[config.mk]
export PLATFORM = sky130hd
export DESIGN_NAME = compressor
export DESIGN_NICKNAME = d
export VERILOG_FILES = /design/src/rtl/compressor_pkg.sv /design/src/rtl/envelope_follower.sv /design/src/rtl/compressor.sv
export SDC_FILE = /design/constraint.sdc
export NUM_CORES = 1
export LEC_CHECK = 0
export BUFFER_PORTS_ARGS = -buffer_cell sky130_fd_sc_hd__buf_2
export CAP_MARGIN = 40
export CELL_PAD_IN_SITES_DETAIL_PLACEMENT = 1
export CELL_PAD_IN_SITES_GLOBAL_PLACEMENT = 2
export CORE_MARGIN = 2
export CORE_UTILIZATION = 45
export CTS_CLUSTER_DIAMETER = 80
export CTS_CLUSTER_SIZE = 14
export DETAILED_ROUTE_END_ITERATION = 16
export PLACE_DENSITY = 0.95
export SYNTH_ARGS = -nofsm -noshare
export SYNTH_HDL_FRONTEND = slang
export SYNTH_SLANG_ARGS = --single-unit
[constraint.sdc]
create_clock -name clk_i -period 17.9 [get_ports clk_i]
set_input_delay 2.685 -clock clk_i [delete_from_list [all_inputs] [get_ports clk_i]]
set_output_delay 2.685 -clock clk_i [all_outputs]
set_load 0.02 [all_outputs]
[src/rtl/compressor_pkg.sv]
// Shared types, widths and helpers for the compressor datapath.
package compressor_pkg;

  localparam int unsigned DWIDTH   = 16;
  localparam int unsigned MAG_W    = DWIDTH - 1;
  localparam int unsigned ENV_FRAC = 12;
  localparam int unsigned ENV_W    = MAG_W + ENV_FRAC;
  localparam int unsigned GAIN_W   = 16;

  typedef logic [GAIN_W-1:0] gain_t;

  localparam gain_t GAIN_UNITY = 16'h8000;

  // One's-complement magnitude: never overflows, so -2^(N-1) maps to 2^(N-1)-1.
  function automatic logic [MAG_W-1:0] mag_f(input logic [DWIDTH-1:0] x);
    return x[DWIDTH-1] ? ~x[DWIDTH-2:0] : x[DWIDTH-2:0];
  endfunction

endpackage

[src/rtl/envelope_follower.sv]
// Peak envelope tracker: stage A captures the magnitude, stage B applies the
// attack/release update. env_o carries ENV_FRAC fractional bits.
module envelope_follower
  import compressor_pkg::*;
#(
  parameter int unsigned ATTACK_SHIFT  = 3,
  parameter int unsigned RELEASE_SHIFT = 12
) (
  input  logic              clk_i,
  input  logic              rst_n_i,
  input  logic              valid_i,
  input  logic [DWIDTH-1:0] data_i,
  output logic              valid_o,
  output logic [ENV_W-1:0]  env_o
);

  logic             va_q, va_d;
  logic             vb_q, vb_d;
  logic [MAG_W-1:0] mag_q, mag_d;
  logic [ENV_W-1:0] env_q, env_d;
  logic [ENV_W-1:0] m_c;
  logic [ENV_W-1:0] delta_c;

  always_comb begin
    va_d    = valid_i;
    mag_d   = mag_q;
    vb_d    = va_q;
    env_d   = env_q;
    m_c     = {mag_q, {ENV_FRAC{1'b0}}};
    delta_c = '0;
    if (valid_i) begin
      mag_d = mag_f(data_i);
    end
    // Fast rise toward peaks, slow decay; truncated deltas may be zero.
    if (va_q) begin
      if (m_c > env_q) begin
        delta_c = (m_c - env_q) >> ATTACK_SHIFT;
        env_d   = env_q + delta_c;
      end else begin
        delta_c = (env_q - m_c) >> RELEASE_SHIFT;
        env_d   = env_q - delta_c;
      end
    end
  end

  always_ff @(posedge clk_i or negedge rst_n_i) begin
    if (!rst_n_i) begin
      va_q  <= 1'b0;
      vb_q  <= 1'b0;
      mag_q <= '0;
      env_q <= '0;
    end else begin
      va_q  <= va_d;
      vb_q  <= vb_d;
      mag_q <= mag_d;
      env_q <= env_d;
    end
  end

  assign valid_o = vb_q;
  assign env_o   = env_q;

endmodule

[src/rtl/compressor.sv]
// Feed-forward compressor: envelope follower, adaptive Q1.15 gain and output
// scaling in a 3-stage pipeline. COMPRESSOR_GAIN_MON_EN adds the gain_o port.
module compressor
  import compressor_pkg::*;
#(
  parameter int unsigned THRESHOLD     = 8192,
  parameter int unsigned RATIO_SHIFT   = 2,
  parameter int unsigned ATTACK_SHIFT  = 3,
  parameter int unsigned RELEASE_SHIFT = 12,
  parameter int unsigned GAIN_STEP     = 16,
  parameter gain_t       GAIN_MIN      = 16'h0800
) (
  input  logic              clk_i,
  input  logic              rst_n_i,
  input  logic              en_i,
  input  logic              valid_i,
  input  logic [DWIDTH-1:0] data_i,
  output logic              valid_o,
  output logic [DWIDTH-1:0] data_o
`ifdef COMPRESSOR_GAIN_MON_EN
  ,
  output logic [GAIN_W-1:0] gain_o
`endif
);

  localparam int unsigned PROD_W = DWIDTH + GAIN_W;
  localparam int unsigned PEST_W = MAG_W + GAIN_W;

  logic [DWIDTH-1:0] x_a_q, x_a_d;
  logic [DWIDTH-1:0] x_b_q, x_b_d;
  logic [DWIDTH-1:0] data_q, data_d;
  logic              valid_q, valid_d;
  gain_t             gain_q, gain_d;

  logic              vb;
  logic [ENV_W-1:0]  env;

  logic [MAG_W-1:0]         env_int_c;
  logic [MAG_W-1:0]         tgt_c;
  logic [PEST_W-1:0]        p_full_c;
  logic [GAIN_W-1:0]        p_c;
  logic [GAIN_W:0]          gain_up_c;
  gain_t                    gain_next_c;
  logic signed [PROD_W-1:0] prod_c;

  envelope_follower #(
    .ATTACK_SHIFT  (ATTACK_SHIFT),
    .RELEASE_SHIFT (RELEASE_SHIFT)
  ) u_env (
    .clk_i   (clk_i),
    .rst_n_i (rst_n_i),
    .valid_i (valid_i),
    .data_i  (data_i),
    .valid_o (vb),
    .env_o   (env)
  );

  // Gain loop: compare the envelope as it would appear after gain with the target.
  always_comb begin
    env_int_c = MAG_W'(env >> ENV_FRAC);
    tgt_c     = env_int_c;
    if (env_int_c > MAG_W'(THRESHOLD)) begin
      tgt_c = MAG_W'(THRESHOLD) + ((env_int_c - MAG_W'(THRESHOLD)) >> RATIO_SHIFT);
    end
    p_full_c    = PEST_W'(env_int_c) * PEST_W'(gain_q);
    p_c         = GAIN_W'(p_full_c >> 15);
    gain_up_c   = {1'b0, gain_q} + (GAIN_W+1)'(GAIN_STEP);
    gain_next_c = gain_q;
    if (p_c > GAIN_W'(tgt_c)) begin
      if ({1'b0, gain_q} < (GAIN_W+1)'(GAIN_MIN) + (GAIN_W+1)'(GAIN_STEP)) begin
        gain_next_c = GAIN_MIN;
      end else begin
        gain_next_c = gain_q - GAIN_W'(GAIN_STEP);
      end
    end else if (p_c < GAIN_W'(tgt_c)) begin
      if (gain_up_c > {1'b0, GAIN_UNITY}) begin
        gain_next_c = GAIN_UNITY;
      end else begin
        gain_next_c = gain_up_c[GAIN_W-1:0];
      end
    end
  end

  // Signed sample times unsigned gain; the top slice is a floor shift by 15.
  always_comb begin
    prod_c = $signed({{GAIN_W{x_b_q[DWIDTH-1]}}, x_b_q}) *
             $signed({{DWIDTH{1'b0}}, gain_q});
  end

  // Stage C: output uses the pre-update gain, then the gain steps.
  always_comb begin
    x_a_d   = data_i;
    x_b_d   = x_a_q;
    valid_d = vb;
    data_d  = data_q;
    gain_d  = gain_q;
    if (vb) begin
      if (en_i) begin
        data_d = DWIDTH'(prod_c >>> 15);
        gain_d = gain_next_c;
      end else begin
        data_d = x_b_q;
        gain_d = GAIN_UNITY;
      end
    end
  end

  always_ff @(posedge clk_i or negedge rst_n_i) begin
    if (!rst_n_i) begin
      x_a_q   <= '0;
      x_b_q   <= '0;
      data_q  <= '0;
      valid_q <= 1'b0;
      gain_q  <= GAIN_UNITY;
    end else begin
      x_a_q   <= x_a_d;
      x_b_q   <= x_b_d;
      data_q  <= data_d;
      valid_q <= valid_d;
      gain_q  <= gain_d;
    end
  end

  assign valid_o = valid_q;
  assign data_o  = data_q;
`ifdef COMPRESSOR_GAIN_MON_EN
  assign gain_o  = gain_q;
`endif

endmodule

; Yosys cells after proc, flatten, opt, wreduce, memory -nomap -nowiden
; Index checks and enable logic that the tools add are counted.
[classes]
order_cmp = 6
n_bitwise = 1
div = 0
mux = 9
reduce_logical = 1
shifts = 0
n_mul = 2
n_eq_ne = 1
addsub = 8
[op_table]
columns = op, count
row1 = two-way mux 16 bit, 6
row2 = subtractor 27 bit, 2
row3 = multiplier 15 x 16 -> 31 bit, 1
row4 = multiplier 16 x 17 -> 31 bit, 1
row5 = two-way mux 15 bit, 2
row6 = adder 27 x 24 -> 27 bit, 1
row7 = > comparator 27 bit, 1
row8 = two-way mux 27 bit, 1
row9 = subtractor 27 x 15 -> 27 bit, 1
row10 = adder 16 x 5 -> 17 bit (second input constant), 1
row11 = > comparator 17 x 16 -> 1 bit (second input constant), 1
row12 = > comparator 16 x 15 -> 1 bit, 1
row13 = < comparator 16 x 12 -> 1 bit (second input constant), 1
row14 = < comparator 16 x 15 -> 1 bit, 1
row15 = subtractor 16 x 5 -> 16 bit (second input constant), 1
row16 = adder 14 x 13 -> 15 bit (first input constant), 1
row17 = > comparator 15 x 14 -> 1 bit (second input constant), 1
row18 = inverter 15 bit, 1
row19 = subtractor 15 x 14 -> 15 bit (second input constant), 1
row20 = inequality test 3 x 1 -> 1 bit (second input constant), 1
row21 = AND reduction 2 bit, 1
[totals]
rom_bits = 0
ram_bits = 0
elab_cells = 37
out_inout_bits = 17
ff_bits = 109
latch_bits = 0
memories = 0

; Logic depth before layout (Yosys ltp)
[logic_depth]
ltp_word = 7
depth_mapped = 39
ltp_nobuf = 36

; Cells and area by module
; A second synthesis with hierarchy kept.
[hier_totals]
hier_cells = 2642
area_unflattened_um2 = 22908.2
[modules_own_cells]
columns = mod, n_inst, area_each_um2, cells_each, seq_area_each_um2
row1 = compressor, 1, 17331.6, 1921, 1527.7
row2 = envelope_follower, 1, 5576.6, 721, 1101.1

; Least setup slack after synthesis
; No wires, ideal clock.
[synth_path]
kind = register to register
from = register gain_q[6]
to = register gain_q[14]
setup_slack_ns = 9.234
synth_period_minus_slack_ns = 8.666
setup_time_ns = 0.122
stages_incl_launch_ff = 36
arrival_ns = 8.545
required_time_ns = 17.778
cell_sequence = dfrtp_1 -> buf_2 -> inv_1 -> clkbuf_1 -> nor2_1 -> fa_1 -> inv_1 -> fa_1 -> inv_1 -> fa_1 -> fa_1 -> fa_1 -> inv_1 -> fa_1 -> inv_1 -> ha_1 -> a211oi_1 -> o21bai_1 -> o22ai_1 -> o21ai_0 -> o21ai_0 -> a21oi_1 -> a2111oi_0 -> o21bai_1 -> a21oi_1 -> xnor2_1 -> ha_1 -> nand3_1 -> or2_2 -> o221ai_1 -> o21ba_2 -> and2b_1 -> or4b_4 -> nand2_4 -> a221o_1 -> a32o_1
[synth_between]
elab_chain_cells = 6
[synth_lines]
columns = element, line
row1 = start: declaration, compressor.sv:33  ; gain_t gain_q, gain_d;
row2 = start signal: assignment, compressor.sv:120  ; gain_q <= gain_d;
row3 = "parallel branches: the longest is 6 deep, another holds multiplier 15 x 16 -> 31 bit", --
; Several ways; the timed one is not identified. The select of a mux whose other input is x is not followed.
; A chain may end at the register's enable or synchronous reset.

; Worst setup path in the final report
[layout_path]
from = register gain_q[5]
to = register gain_q[8]
; The elaborated chain is that of the path after synthesis.

==> results.cfg <==
[synthesis]
synth_area_per_cell_sq_um = 8.66
synth_top_family_by_area = adder cells
seq_area_frac_synth_pct = 11.8
synth_cell_types = 93
ys_async_sr_fraction_pct = 100
yosys-top-cells-count = inv_1, fa_1, nand2_1
synth_area_leader_cell = fa_1
synth_top_cells_by_area = fa_1, ha_1, dfrtp_1, inv_1, nand2_1
yosys.area_share.simple_pct = 16.4
synth_edf_count = 0
synthFlopType = dfrtp_1
yosysMostFrequentCell = inv_1
synth_adder_area_share_pct = 44.3
synth_xor_area_share_pct = 4.48
synth-compound-area-share_pct = 11.1
netlist_area_sq_um = 22300
synthCells = 2576
ys_seq_elements = 105
muxShareOfSynthArea_pct = 1.77
synth_top_area_share_pct = 29.8
synth_warnings = 0

[clock_network]
cts_setup_buffers = 0
clock_latency_ns = 0.42
cts_buffers = 9
clock_sinks = 105
cts_hold_buf = 0
tritoncts = done
h-tree-depth = 3
cts_resized = 0
cts.path.max_buffers = 2
clk_pin_slew_worst_paths_ns = 0.09
cts_root_buf = clkbuf_16

[floorplanning]
io_pins = 37
coreArea_sq_um = 49000
die_w_um = 227
core.rowCount = 81
die-height_um = 227
die_area_sq_um = 51400
initial_core_util_pct = 45.6

[route]
wl_met3_um = 2660
drc_errors = 0
antenna_left = 0
wl_met1_um = 29100
vias_per_cell = 5.54
drt-total-wl_um = 69200
drt-initial-drc-count = 899
top_layer_used = met5
wl_met2_um = 35700
wl_per_cell_um = 21.2
via_count = 18100
dr.pass1.iters = 6

[job]
cap_violations = 0

[grt]
overflow = 0
grt_pass1_vias = 20400
antenna_found_initial = 1
grt_max_degree = 67
grt_pass1_wl_um = 111000
grt.total_usage_pct = 28.3

[setup_path]
r2r_cells = 35
cpPeakStageDelay_ns = 0.57
cp_slowest_cell = fa_1
worstReg2RegStart = gain_q[5]
worstSetupEndpointType = flop
cp_common_cell = inv_1
start_kind = flop
crit_required_ns = 18.20
arrival_ns = 10.76
ff2ff_setup_slack_ns = 7.44
crit_fanout = 27
r2r-end = gain_q[8]
criticalPathCategory = flop to flop

[timing]
fin_crit_ns = 10.46
hold_viol = 0
worst_slew_pin_slew_ns = 0.822
tns_ns = 0
fin_skew_ns = 0.0200
fmaxAchievable_mhz = 95.6
slew_headroom_pct = 44.7
rsz0062_at_grt = no
setup_violations = 0
period_share_pct = 58.5
drv_slew = 0

[final_layout]
diodes = 0
drive_gt1_share_pct = 5.11
seq_area_sq_um = 2630
fillers = 5902
multi_input_area_sq_um = 17700
area_delta_synth_final_pct = 5.96
fin_nets = 3210

[placed_design]
portBuffers = 36
place_hpwl_um = 55200
place.gp.congestion = 0.941

[min_path]
min_to = x_b_q[14]
hp-start = x_a_q[14]
hold_depth = 0
hold_class = flop to flop

[status]
run_status = completed
-- cells in the final DEF (no fill, tap or decap), types with 5 or more instances in the layout --
| master | instances |
|---|---|
| o211ai_1 | 10 |
| clkinv_1 | 5 |
| nor4_1 | 16 |
| a31oi_1 | 15 |
| nand3_1 | 26 |
| xnor2_1 | 75 |
| dfrtp_1 | 104 |
| nand2_1 | 295 |
| nor4_4 | 5 |
| nor2_1 | 181 |
| nor3_1 | 24 |
| inv_1 | 470 |
| o21ai_0 | 73 |
| buf_4 | 27 |
| or3_1 | 15 |
| and3_1 | 19 |
| mux2i_1 | 27 |
| a21o_1 | 30 |
| nand4_1 | 14 |
| nor2b_1 | 15 |
| fa_1 | 332 |
| xor2_1 | 39 |
| clkbuf_16 | 9 |
| and2_1 | 98 |
| o21a_1 | 13 |
| or4_1 | 5 |
| conb_1 | 69 |
| a211oi_1 | 21 |
| o21bai_1 | 13 |
| mux2_2 | 11 |
| a21oi_1 | 120 |
| o31ai_1 | 7 |
| buf_2 | 35 |
| ha_1 | 258 |
| nand2b_1 | 12 |
| o22ai_1 | 8 |
-- flip-flops by register name (all words and copies together) (netlist names), 12 cells and up --
name / cells
u_env.env_o: 27
data_o: 16
x_a_q: 16
x_b_q: 16
u_env.mag_q: 15
gain_q: 12
-- cells by family after synthesis --
| group | count (synthesis) |
|---|---|
| and+or+nand+nor | 755 |
| DFF | 105 |
| adders and majority gates | 590 |
| AOI/OAI and AO/OA | 379 |
| other | 2 |
| xor gates and xnor gates | 114 |
| buffers and inverters | 593 |
| muxes | 38 |
-- area by class of cell --
cell class	instances	area share [%]
clock buffer	9	0.953
clock inverter	7	0.376
inverter	476	7.56
multi-input combinational	1945	74.8
sequential	105	11.1
tap	664	3.51
timing repair buffer	63	1.72
-- through the flow --
stage	setup slack [ns]	cell area, sq um	hold slack, ns	instances	utilization (%)
after global routing	6.76	23600	0.356	3269	48.3
after floorplan	9.23	22600	0.331	2643	-
after global placement	7.98	23300	0.332	3252	47.6
final	7.44	23600	0.349	3269	48.3
after detailed placement	7.66	23300	0.336	3253	47.6
after CTS	7.60	23600	0.352	3269	48.3
-- how the worst max path moves through the flow --
| stage | end | start | slack, ns |
|---|---|---|---|
| 6_report | gain_q[8] | gain_q[5] | 7.44 |
| 5_1_grt | gain_q[8] | gain_q[5] | 6.76 |
| 4_1_cts | gain_q[8] | gain_q[5] | 7.60 |
| 3_5_place_dp | gain_q[8] | gain_q[5] | 7.66 |
| 3_3_place_gp | gain_q[8] | gain_q[5] | 7.98 |
| 2_1_floorplan | gain_q[14] | gain_q[6] | 9.23 |
-- critical path: cells and delay by family, from the launching register on --
family | cells | cell delay [ns]
compound gates | 13 | 3.70
fa+ha+maj | 8 | 3.58
simple gates | 5 | 1.54
buf+inv | 8 | 1.06
flops | 1 | 0.38
xor+xnor | 1 | 0.09
-- metal layers --
metal | track usage, % | up-vias
met5 | 0 | -
met4 | 8.15 | 2
met3 | 3.62 | 114
met2 | 51.2 | 350
met1 | 35.0 | 9472
li1 | - | 8156
Power is not shown: default switching activity piles up to over one toggle a cycle in this logic, so the estimate is an artifact.
